[config.mk]
export PLATFORM = sky130hd
export DESIGN_NAME = button_conditioner_flat
export DESIGN_NICKNAME = d
export VERILOG_FILES = /design/src/rtl/button_conditioner_pkg.sv /design/src/rtl/button_conditioner_if.sv /design/src/rtl/button_conditioner_debounce_channel.sv /design/src/rtl/button_conditioner.sv /design/src/flat_wrapper.sv
export SDC_FILE = /design/constraint.sdc
export NUM_CORES = 1
export LEC_CHECK = 0
export CORE_MARGIN = 2
export CORE_UTILIZATION = 65
export DETAILED_ROUTE_END_ITERATION = 8
export PLACE_DENSITY_LB_ADDON = 0.1
export SETUP_SLACK_MARGIN = 0.3
export SYNTH_ARGS = -nofsm -noshare
export SYNTH_HDL_FRONTEND = slang
export SYNTH_SLANG_ARGS = --single-unit
[constraint.sdc]
create_clock -name clk_0 -period 3.7 [get_ports clk_0]
set_input_delay 0.925 -clock clk_0 [delete_from_list [all_inputs] [get_ports clk_0]]
set_output_delay 0.925 -clock clk_0 [all_outputs]
set_load 0.1 [all_outputs]
[src/rtl/button_conditioner_pkg.sv]
// Shared definitions for the pong input path: debounce FSM encoding,
// button bit positions and the system clock rate.
package pong_pkg;

  typedef enum logic [1:0] {
    REL    = 2'd0,
    PEND_P = 2'd1,
    PRESS  = 2'd2,
    PEND_R = 2'd3
  } btn_state_t;

  localparam int BTN_UP_P1   = 0;
  localparam int BTN_DOWN_P1 = 1;
  localparam int BTN_UP_P2   = 2;
  localparam int BTN_DOWN_P2 = 3;

  localparam int CLK_HZ = 25_175_000;

endpackage

[src/rtl/button_conditioner_if.sv]
// Button bundle between the pad side (master) and the conditioner (slave).
interface button_conditioner_if #(
  parameter int N_BTN = 4
);

  logic [N_BTN-1:0] btn_n_in;
  logic [N_BTN-1:0] btn_n_out;
  logic [N_BTN-1:0] press_pulse;
  logic [N_BTN-1:0] release_pulse;
  logic             any_press;
  logic [N_BTN-1:0] stuck;

  modport master (
    output btn_n_in,
    input  btn_n_out, press_pulse, release_pulse, any_press, stuck
  );

  modport slave (
    input  btn_n_in,
    output btn_n_out, press_pulse, release_pulse, any_press, stuck
  );

endinterface

[src/rtl/button_conditioner_debounce_channel.sv]
// One button: 2-FF synchroniser, 4-state debounce FSM with registered outputs,
// and a stuck-press detector built only when STUCK_DETECT_EN is defined.
module debounce_channel
  import pong_pkg::*;
#(
  parameter int DEBOUNCE_CYCLES = 251_750,
  parameter int CNT_W           = 18
`ifdef STUCK_DETECT_EN
  ,
  parameter int STUCK_CYCLES    = 251_750_000,
  parameter int STUCK_W         = 28
`endif
) (
  input  logic clk_0,
  input  logic rst,
  input  logic btn_raw_n,
  output logic level_n,
  output logic press_pulse,
  output logic release_pulse,
  output logic press_next,
  output logic stuck
);

  localparam logic [CNT_W-1:0] CNT_LAST = CNT_W'(DEBOUNCE_CYCLES - 1);

  logic       sync_q1;
  logic       s;
  btn_state_t state_q, state_d;
  logic [CNT_W-1:0] cnt_q, cnt_d;
  logic       level_d;
  logic       release_next;
  logic       rel_commit;
  logic       stuck_set;
  logic       stuck_q;

  // Sync flops reset to the released level so a held button looks like a fresh edge.
  always_ff @(posedge clk_0 or negedge rst) begin
    // NOTE: non-blocking assignments so each flop samples pre-edge values and the chain really delays.
    if (!rst) begin
      sync_q1 <= 1'b1;
      s       <= 1'b1;
    end else begin
      sync_q1 <= btn_raw_n;
      s       <= sync_q1;
    end
  end

  always_ff @(posedge clk_0 or negedge rst) begin
    if (!rst) begin
      state_q       <= REL;
      cnt_q         <= '0;
      level_n       <= 1'b1;
      press_pulse   <= 1'b0;
      release_pulse <= 1'b0;
    end else begin
      state_q       <= state_d;
      cnt_q         <= cnt_d;
      level_n       <= level_d;
      press_pulse   <= press_next;
      release_pulse <= release_next;
    end
  end

  always_comb begin
    // NOTE: every signal written here gets a default first, otherwise a latch is inferred.
    state_d      = state_q;
    cnt_d        = cnt_q;
    level_d      = level_n;
    press_next   = 1'b0;
    release_next = 1'b0;
    rel_commit   = 1'b0;
    unique case (state_q)
      REL: begin
        if (!s) begin
          state_d = PEND_P;
          cnt_d   = '0;
        end
      end
      PEND_P: begin
        if (s) begin
          state_d = REL;
        end else if (cnt_q == CNT_LAST) begin
          state_d    = PRESS;
          level_d    = 1'b0;
          press_next = 1'b1;
        end else begin
          cnt_d = cnt_q + CNT_W'(1);
        end
      end
      PRESS: begin
        if (s) begin
          state_d = PEND_R;
          cnt_d   = '0;
        end else if (stuck_set) begin
          level_d = 1'b1;
        end
      end
      PEND_R: begin
        if (!s) begin
          state_d = PRESS;
        end else if (cnt_q == CNT_LAST) begin
          state_d      = REL;
          level_d      = 1'b1;
          rel_commit   = 1'b1;
          // A stuck button was already reported released; stay silent on the real release.
          release_next = !stuck_q;
        end else begin
          cnt_d = cnt_q + CNT_W'(1);
        end
      end
    endcase
  end

`ifdef STUCK_DETECT_EN
  localparam logic [STUCK_W-1:0] STUCK_LAST = STUCK_W'(STUCK_CYCLES - 1);

  logic [STUCK_W-1:0] stuck_cnt_q;

  assign stuck_set = (state_q == PRESS) && !s && (stuck_cnt_q == STUCK_LAST);

  // Saturates at the threshold so the flag cannot re-fire by wrapping.
  always_ff @(posedge clk_0 or negedge rst) begin
    if (!rst) begin
      stuck_cnt_q <= '0;
      stuck_q     <= 1'b0;
    end else begin
      if (state_q != PRESS)
        stuck_cnt_q <= '0;
      else if (stuck_cnt_q != STUCK_LAST)
        stuck_cnt_q <= stuck_cnt_q + STUCK_W'(1);

      if (rel_commit)
        stuck_q <= 1'b0;
      else if (stuck_set)
        stuck_q <= 1'b1;
    end
  end
`else
  assign stuck_set = 1'b0;
  assign stuck_q   = 1'b0;
`endif

  assign stuck = stuck_q;

endmodule

[src/rtl/button_conditioner.sv]
// Four-channel button conditioner: per-channel debounce plus a registered
// any-press pulse. Define STUCK_DETECT_EN to build the stuck-button detectors.
module button_conditioner
  import pong_pkg::*;
#(
  parameter int N_BTN           = 4,
  parameter int DEBOUNCE_CYCLES = 251_750,
  parameter int CNT_W           = 18,
  parameter int STUCK_CYCLES    = 251_750_000,
  parameter int STUCK_W         = 28
) (
  input logic                 clk_0,
  input logic                 rst,
  button_conditioner_if.slave bus
);

  if ((64'd1 << CNT_W) <= 64'(DEBOUNCE_CYCLES)) begin : g_bad_cnt_w
    $error("CNT_W too narrow for DEBOUNCE_CYCLES");
  end
  if ((64'd1 << STUCK_W) <= 64'(STUCK_CYCLES)) begin : g_bad_stuck_w
    $error("STUCK_W too narrow for STUCK_CYCLES");
  end

  logic [N_BTN-1:0] level_n;
  logic [N_BTN-1:0] press_pulse;
  logic [N_BTN-1:0] release_pulse;
  logic [N_BTN-1:0] press_next;
  logic [N_BTN-1:0] stuck;
  logic             any_press_q;

  for (genvar i = 0; i < N_BTN; i++) begin : g_ch
    debounce_channel #(
      .DEBOUNCE_CYCLES(DEBOUNCE_CYCLES),
      .CNT_W          (CNT_W)
`ifdef STUCK_DETECT_EN
      ,
      .STUCK_CYCLES   (STUCK_CYCLES),
      .STUCK_W        (STUCK_W)
`endif
    ) u_ch (
      .clk_0        (clk_0),
      .rst          (rst),
      .btn_raw_n    (bus.btn_n_in[i]),
      .level_n      (level_n[i]),
      .press_pulse  (press_pulse[i]),
      .release_pulse(release_pulse[i]),
      .press_next   (press_next[i]),
      .stuck        (stuck[i])
    );
  end

  // Registered from the channels' next-cycle press terms so it lines up with press_pulse.
  always_ff @(posedge clk_0 or negedge rst) begin
    if (!rst) any_press_q <= 1'b0;
    else      any_press_q <= |press_next;
  end

  assign bus.btn_n_out     = level_n;
  assign bus.press_pulse   = press_pulse;
  assign bus.release_pulse = release_pulse;
  assign bus.any_press     = any_press_q;
  assign bus.stuck         = stuck;

endmodule

[src/flat_wrapper.sv]
// flat-port wrapper written by rule: the top's interface ports become plain ports
module button_conditioner_flat import pong_pkg::*;
#(
  parameter int N_BTN           = 4,
  parameter int DEBOUNCE_CYCLES = 251_750,
  parameter int CNT_W           = 18,
  parameter int STUCK_CYCLES    = 251_750_000,
  parameter int STUCK_W         = 28
)
  (clk_0, rst, bus_btn_n_in, bus_btn_n_out, bus_press_pulse, bus_release_pulse, bus_any_press, bus_stuck);
  button_conditioner_if #(.N_BTN(N_BTN)) bus_i ();
  input logic clk_0;
  input logic rst;
  input wire logic [$bits(bus_i.btn_n_in)-1:0] bus_btn_n_in;
  output wire logic [$bits(bus_i.btn_n_out)-1:0] bus_btn_n_out;
  output wire logic [$bits(bus_i.press_pulse)-1:0] bus_press_pulse;
  output wire logic [$bits(bus_i.release_pulse)-1:0] bus_release_pulse;
  output wire logic [$bits(bus_i.any_press)-1:0] bus_any_press;
  output wire logic [$bits(bus_i.stuck)-1:0] bus_stuck;
  assign bus_i.btn_n_in = bus_btn_n_in;
  assign bus_btn_n_out = bus_i.btn_n_out;
  assign bus_press_pulse = bus_i.press_pulse;
  assign bus_release_pulse = bus_i.release_pulse;
  assign bus_any_press = bus_i.any_press;
  assign bus_stuck = bus_i.stuck;
  button_conditioner #(.N_BTN(N_BTN), .DEBOUNCE_CYCLES(DEBOUNCE_CYCLES), .CNT_W(CNT_W), .STUCK_CYCLES(STUCK_CYCLES), .STUCK_W(STUCK_W)) u_core (.clk_0(clk_0), .rst(rst), .bus(bus_i));
endmodule
==> results.json, run 1 <==
{
  "cts_buffers": 9,
  "die_width_microns": 98.16,
  "clock_latency_ns": 0.37,
  "clock_sinks": 101,
  "fmax_ghz": 0.3608,
  "ios": 23,
  "drc": 0,
  "hold_path.class": "flop to flop",
  "worstPathRequired_ns": 2.77,
  "synth_cell_types": 64,
  "worstSetupEndpointType": "primary output",
  "seq_area_frac_synth_pct": 44.12,
  "cpMaxStageDelayCell": "clkdlybuf4s50_1",
  "syn_inst": 615,
  "grt_max_degree": 82,
  "final_nets": 617,
  "critPathMaxFanout": 1,
  "post_cts_resized": 0,
  "coreArea_sq_um": 8678,
  "cts_root_buf": "clkbuf_8",
  "start_util_pct": 66.41,
  "routedWlPerCell_microns": 16.93,
  "cp_cell_sequence": "clkdlybuf4s50_1",
  "fin_cells": 716,
  "hold_viol": 0,
  "clock_path_buffers": 2,
  "hpwl_microns": 8149,
  "period_minus_slack_ns": 2.771,
  "worst_pin_slew_ns": 1.054,
  "dieArea_sq_um": 9635,
  "grt.total_usage_pct": 26.57,
  "hold_ws_ns": 0.3610,
  "drive_above_1_share_pct": 7.401,
  "rows": 34,
  "dr.pass1.iters": 5,
  "die_h_microns": 98.16,
  "cts_tree": "done",
  "grt_pass1_vias": 4534,
  "max_cap_violations": 0,
  "vdd_drop_max_uv": 239.6,
  "crit_family": "buffers and inverters",
  "status": "complete, no violations",
  "p_leak_nw": 2.523,
  "setup_viol": 0,
  "diodes": 0,
  "syn_area_per_cell_sq_um": 9.371,
  "slew_headroom_pct": 29.50,
  "rsz0062_at_grt": "no",
  "async_reset_ff_share_pct": 100.0,
  "slowest_delay_ns": 1.13,
  "syn2layout_area_growth_pct": 5.406,
  "io_buffers": 18,
  "viasPerCell": 6.603,
  "netlist_area_sq_um": 5763,
  "grt_pass1_wl_microns": 21310,
  "power.density_nw_per_um2": 362.4,
  "period_share_pct": 74.90,
  "wirelength_microns": 12120,
  "drv_slew": 0,
  "fin_skew_ns": 0.01086,
  "synth_edf_count": 0,
  "clkTransAtPathRegs_ns": 0.10,
  "path_buf_inv": 1,
  "drt_iter0_markers": 227,
  "start_kind": "flop",
  "yosysWarnings": 0,
  "via_count": 4728,
  "path_class": "flop to primary output",
  "antenna_left": 0,
  "crit_arrival_ns": 1.85,
  "cts-hold-fix-buffers": 0,
  "synthFlopType": "dfrtp_1",
  "ys_ff_latch": 101,
  "dp_cells": 700,
  "antenna_found_initial": 0,
  "place_congestion": 0.9884,
  "htreeDepth": 3,
  "finalCoreUtilization_pct": 70.00,
  "post_cts_buffers": 0,
  "setup_tns_ns": 0,
  "overflow": 0
}
==> state kept, by name, indices dropped and copies added (netlist names), named ones only <==
signal / count
u_core.g_ch.u_ch.cnt_q: 72
u_core.g_ch.u_ch.level_n: 4
u_core.g_ch.u_ch.press_pulse: 4
u_core.g_ch.u_ch.release_pulse: 4
u_core.g_ch.u_ch.s: 4
u_core.g_ch.u_ch.state_q: 4
u_core.g_ch.u_ch.sync_q1: 4
u_core.bus.any_press: 1
==> cell families (layout without fill, tap and decap cells) <==
group           count (synthesis)  in the layout  synth area share [%]
simple gates                  247            247                 24.42
compound gates                141            141                 16.67
flops                         101            101                 44.12
buf+inv                        79             69                 6.448
mux                            29             29                 5.167
xor+xnor                        9              9                 1.368
fa+ha+maj                       8              8                 1.737
other cells                     1              4               0.06507
==> power breakdown <==
group	total (W)	switching, W	internal (W)	leakage, nW
Sequential	0.00122	0.0000724	0.00115	1.35
Combinational	0.000194	0.000121	0.0000735	1.06
Clock	0.000788	0.000382	0.000406	0.112
==> per-layer routing <==
metal | global-route usage (%) | up-vias | part of all wire, %
met5 | 0 | - | 0
met4 | 8.008 | 0 | 1.1
met3 | 4.510 | 12 | 5.2
met2 | 42.26 | 148 | 47
met1 | 37.84 | 2290 | 46
li1 | - | 2278 | -
==> worst paths after layout <==
check	slack [ns]	startpoint	cells after the start	endpoint
hold / removal	0.36	u_core.g_ch[2].u_ch.sync_q1$_DFF_PN1_	0	u_core.g_ch[2].u_ch.s$_DFF_PN1_
setup reg to reg	1.11	u_core.g_ch[1].u_ch.cnt_q[7]$_DFFE_PN0P_	5	u_core.g_ch[1].u_ch.cnt_q[0]$_DFFE_PN0P_
setup / recovery	0.93	u_core.g_ch[1].u_ch.release_pulse$_DFF_PN0_	1	bus_release_pulse[1]
min in group asynchronous	0.73	rst	1	u_core.g_ch[3].u_ch.cnt_q[17]$_DFFE_PN0P_
hold reg to reg	0.36	u_core.g_ch[2].u_ch.sync_q1$_DFF_PN1_	0	u_core.g_ch[2].u_ch.s$_DFF_PN1_
max in group asynchronous	2.17	rst	2	u_core.g_ch[3].u_ch.s$_DFF_PN1_
==> placed cells by master, fill, tap and decap left out, drive strengths merged, types with 6 or more instances in the layout <==
cell type,Yosys,routed
and4,10,10
o21ai,35,35
and3,13,13
o2bb2ai,6,6
nor3,9,9
o31ai,17,17
nand4b,6,6
clkdlybuf4s50,0,13
nand4,30,30
buf,20,9
nand2b,6,6
or4,11,11
nor4bb,6,6
dfrtp,89,89
and2,9,9
nand2,44,44
dfstp,12,12
clkbuf,28,12
mux2i,26,26
a31oi,9,9
nor4,15,15
nor2,32,32
inv,31,33
o41ai,6,6
nand3,35,35
a21oi,23,23
ha,8,8
or3,9,9
==> worst reg2reg max path: stages (launching register included) <==
cell and delay, ns:
dfrtp_1 0.50, or4b_4 0.56, or4_4 0.58, o21ai_4 0.40, inv_2 0.14, mux2_4 0.32
==> through the flow <==
stage	total power (W)	area [sq um]	setup WS [ns]
3_3_place_gp	0.001420	5852	1.183
3_5_place_dp	0.001432	5852	1.130
6_report	0.002201	6075	0.9287
5_1_grt	0.002294	6075	0.8829
4_1_cts	0.002217	6075	0.9092
2_1_floorplan	0.001372	5774	1.446
==> cells in the mapped netlist, drive strengths merged, types with 5 or more instances <==
master,instances,area [sq um]
a41oi,5,43.79
or3,9,56.30
o2bb2ai,6,52.55
nand3,35,175.2
o31ai,17,127.6
or4,11,86.33
a21oi,23,115.1
a31oi,9,56.30
buf,20,148.9
and3,13,81.33
and2,9,56.30
o41ai,6,52.55
nand2,44,165.2
nor4bb,6,60.06
nand4,30,187.7
nand4b,6,52.55
mux2i,26,260.3
nor3,9,45.04
nor4,15,93.84
dfrtp,89,2227
clkbuf,28,106.4
nand2b,6,37.54
and4,10,87.58
xor2,5,43.79
nor2,32,120.1
o21ai,35,186.4
dfstp,12,315.3
ha,8,100.1
o22ai,5,31.28
inv,31,116.4
==> final cells by class <==
cell class                      instances  area [sq um]
Fill cell                             681          2604
Clock buffer                           12         145.1
Sequential cell                       101          2542
Multi-Input combinational cell        438          2860
Timing Repair Buffer                   22         197.7
Clock inverter                          4         77.57
Inverter                               31         116.4
Tap cell                              108         135.1
No activity file was read; power rests on OpenSTA's default activity.
==> inputs of run 2 (changes only) <==
Settings changed: CORE_UTILIZATION 65 to 61.
Clock period 3.7 ns to 2.6 ns, I/O delays scaled along.
==> run 2 against run 1 <==
  * Register-to-register slack got worse by 0.72 ns
  * Clock power rose by 27%
  * Cell count rose by 2.8%
  * Via count rose by 3.2%
  * Sequential share of layout area fell by 0.59 points
  * Worst setup slack got worse by 0.54 ns
  * Critical endpoint is now u_core.bus.any_press$_DFF_PN0_
  * Combinational power rose by 58%
  * Total power rose by 38%
  * First-iteration DRC count rose by 4.8%
  * Count of clock-buffer cells in the layout rose by 1
  * Die area rose by 6.3%
==> results.json, run 2 (synthesis results as in run 1) <==
{
  "status": "complete, no violations",
  "drt_iter0_markers": 238,
  "worstReg2RegEnd": "u_core.bus.any_press$_DFF_PN0_",
  "p_comb_share_pct": 10.1,
  "final-seq-area_sq_um": 2547,
  "sw_frac_of_total_pct": 26.67,
  "multiInputGateArea_sq_um": 2864,
  "clkTransAtPathRegs_ns": 0.10,
  "grt_pass1_wl_microns": 21750,
  "final_nets": 634,
  "hold_path.class": "input pin to async pin",
  "wirelength_microns": 12620,
  "critPathMaxFanout": 6,
  "worstSetupStartpoint": "u_core.g_ch[1].u_ch.cnt_q[7]$_DFFE_PN0P_",
  "rsz0062_at_grt": "no",
  "path_class": "flop to flop",
  "hold_ws_ns": 0.08118,
  "die_h_microns": 101.2,
  "start_kind": "flop",
  "fin_skew_ns": 0.008934,
  "syn2layout_area_growth_pct": 7.121,
  "start_util_pct": 62.67,
  "max_cap_violations": 0,
  "routedWlPerCell_microns": 17.14,
  "power.density_nw_per_um2": 491.7,
  "p_int_w": 0.002226,
  "ios": 23,
  "clock_path_buffers": 2,
  "place_congestion": 0.9313,
  "worst_pin_slew_ns": 0.5685,
  "crit_arrival_ns": 2.49,
  "setup_tns_ns": 0,
  "die_width_microns": 101.2,
  "seqPwrFrac_pct": 56.8,
  "drive_above_1_share_pct": 12.00,
  "hold_viol": 0,
  "cts_tree": "done",
  "antenna_found_initial": 0,
  "worstPathRequired_ns": 2.88,
  "drc": 0,
  "p_leak_nw": 2.604,
  "cts_buffers": 9,
  "clock_latency_ns": 0.36,
  "rr_startpoint": "u_core.g_ch[1].u_ch.cnt_q[7]$_DFFE_PN0P_",
  "rows": 35,
  "clkPwrFrac_pct": 33.1,
  "overflow": 0,
  "grt_max_degree": 58,
  "rr_worst_depth": 4,
  "r2r_slack_ns": 0.39,
  "drv_slew": 0,
  "period_minus_slack_ns": 2.214,
  "layout_commonest_cell": "dfrtp_1",
  "dr.pass1.iters": 8,
  "htreeDepth": 3,
  "cp-endpoint": "u_core.bus.any_press$_DFF_PN0_",
  "io_buffers": 18,
  "coreArea_sq_um": 9196,
  "setup_viol": 0,
  "dieArea_sq_um": 10240,
  "worstSetupEndpointType": "flop",
  "fillers": 756,
  "diodes": 0,
  "grt_pass1_vias": 4586,
  "period_share_pct": 85.17,
  "hpwl_microns": 8534,
  "antenna_left": 0,
  "power_switching_w": 0.0008095,
  "viasPerCell": 6.630,
  "vdd_drop_max_uv": 297.8,
  "slew_headroom_pct": 61.75,
  "regMostFlops": "u_core.g_ch.u_ch.cnt_q",
  "fmax_ghz": 0.4516,
  "largest_reg_flops": 72,
  "clock_sinks": 101,
  "cts_root_buf": "clkbuf_8",
  "grt.total_usage_pct": 25.99,
  "via_count": 4880,
  "final_cell_mix": "dfrtp_1 (85), nand2_1 (44), nand3_1 (35)"
}
==> run 2: cell count changes in the layout (fill, tap and decap cells not counted), sizes merged <==
cell / before / now
clkinvlp: 0 / 2
inv: 33 / 31
clkdlybuf4s50: 13 / 4
buf: 9 / 34
clkbuf: 12 / 14
bufinv: 2 / 1
==> run 2: layout make-up <==
cell class / count / share of cell area (%)
Clock buffer: 13 / 2.412
Clock inverter: 3 / 0.7296
Inverter: 31 / 1.885
Multi-Input combinational cell: 438 / 46.39
Sequential cell: 101 / 41.26
Tap cell: 111 / 2.250
Timing Repair Buffer: 39 / 5.067
==> run 2: timing repair <==
action | CTS | global route
endpoints found under the hold margin | 0 | 0
gates resized for setup | 2 | 4
pin swaps | 0 | 0
hold buffers | 0 | 0
buffers inserted | 1 | 5
endpoints found under the setup margin | 1 | 3
==> run 2: power groups by stage <==
stage               sequential (W)  combinational [W]  clock, W
floorplan                  0.00171           0.000240         0
global placement           0.00175           0.000280         0
detailed placement         0.00176           0.000289         0
CTS                        0.00172           0.000307   0.00104
global route               0.00174           0.000343   0.00110
finish                     0.00172           0.000307   0.00100
==> run 2: routing by layer <==
layer / global-route usage [%] / vias to the layer above / routed length [microns]
li1: - / 2308 / -
met1: 36.10 / 2378 / 5691
met2: 42.69 / 179 / 6039
met3: 4.555 / 15 / 763
met4: 6.653 / 0 / 123
met5: 0 / - / 0
==> run 2: worst max-delay path: stages, from the launching register on <==
cell and delay (ns):
dfrtp_2 0.45, or4b_4 0.52, or4_4 0.58, or4_4 0.44
o2111ai_1 0.12
==> run 2: worst min-delay path by stage <==
stage	slack [ns]	cells after the start	start	endpoint
2_1_floorplan	0.35	0	rst	async pin
3_3_place_gp	0.35	0	u_core.g_ch[3].u_ch.sync_q1$_DFF_PN1_	u_core.g_ch[3].u_ch.s$_DFF_PN1_
3_5_place_dp	0.35	0	u_core.g_ch[0].u_ch.sync_q1$_DFF_PN1_	u_core.g_ch[0].u_ch.s$_DFF_PN1_
4_1_cts	0.07	1	rst	u_core.g_ch[0].u_ch.cnt_q[12]$_DFFE_PN0P_
5_1_grt	0.07	1	rst	u_core.g_ch[0].u_ch.cnt_q[17]$_DFFE_PN0P_
6_report	0.08	1	rst	u_core.g_ch[0].u_ch.cnt_q[17]$_DFFE_PN0P_
==> run 2: stage by stage <==
step | utilization [%] | power (W) | worst slack (ns) | instance area (sq um) | instances
finish | 67.13 | 0.003035 | 0.3855 | 6173 | 736
global route | 67.13 | 0.003187 | 0.3048 | 6173 | 736
CTS | 66.68 | 0.003064 | 0.3057 | 6132 | 731
detailed placement | 64.46 | 0.002048 | 0.2955 | 5928 | 714
global placement | 64.46 | 0.002032 | 0.3745 | 5928 | 714
floorplan | - | 0.001952 | 0.3457 | 5774 | 618
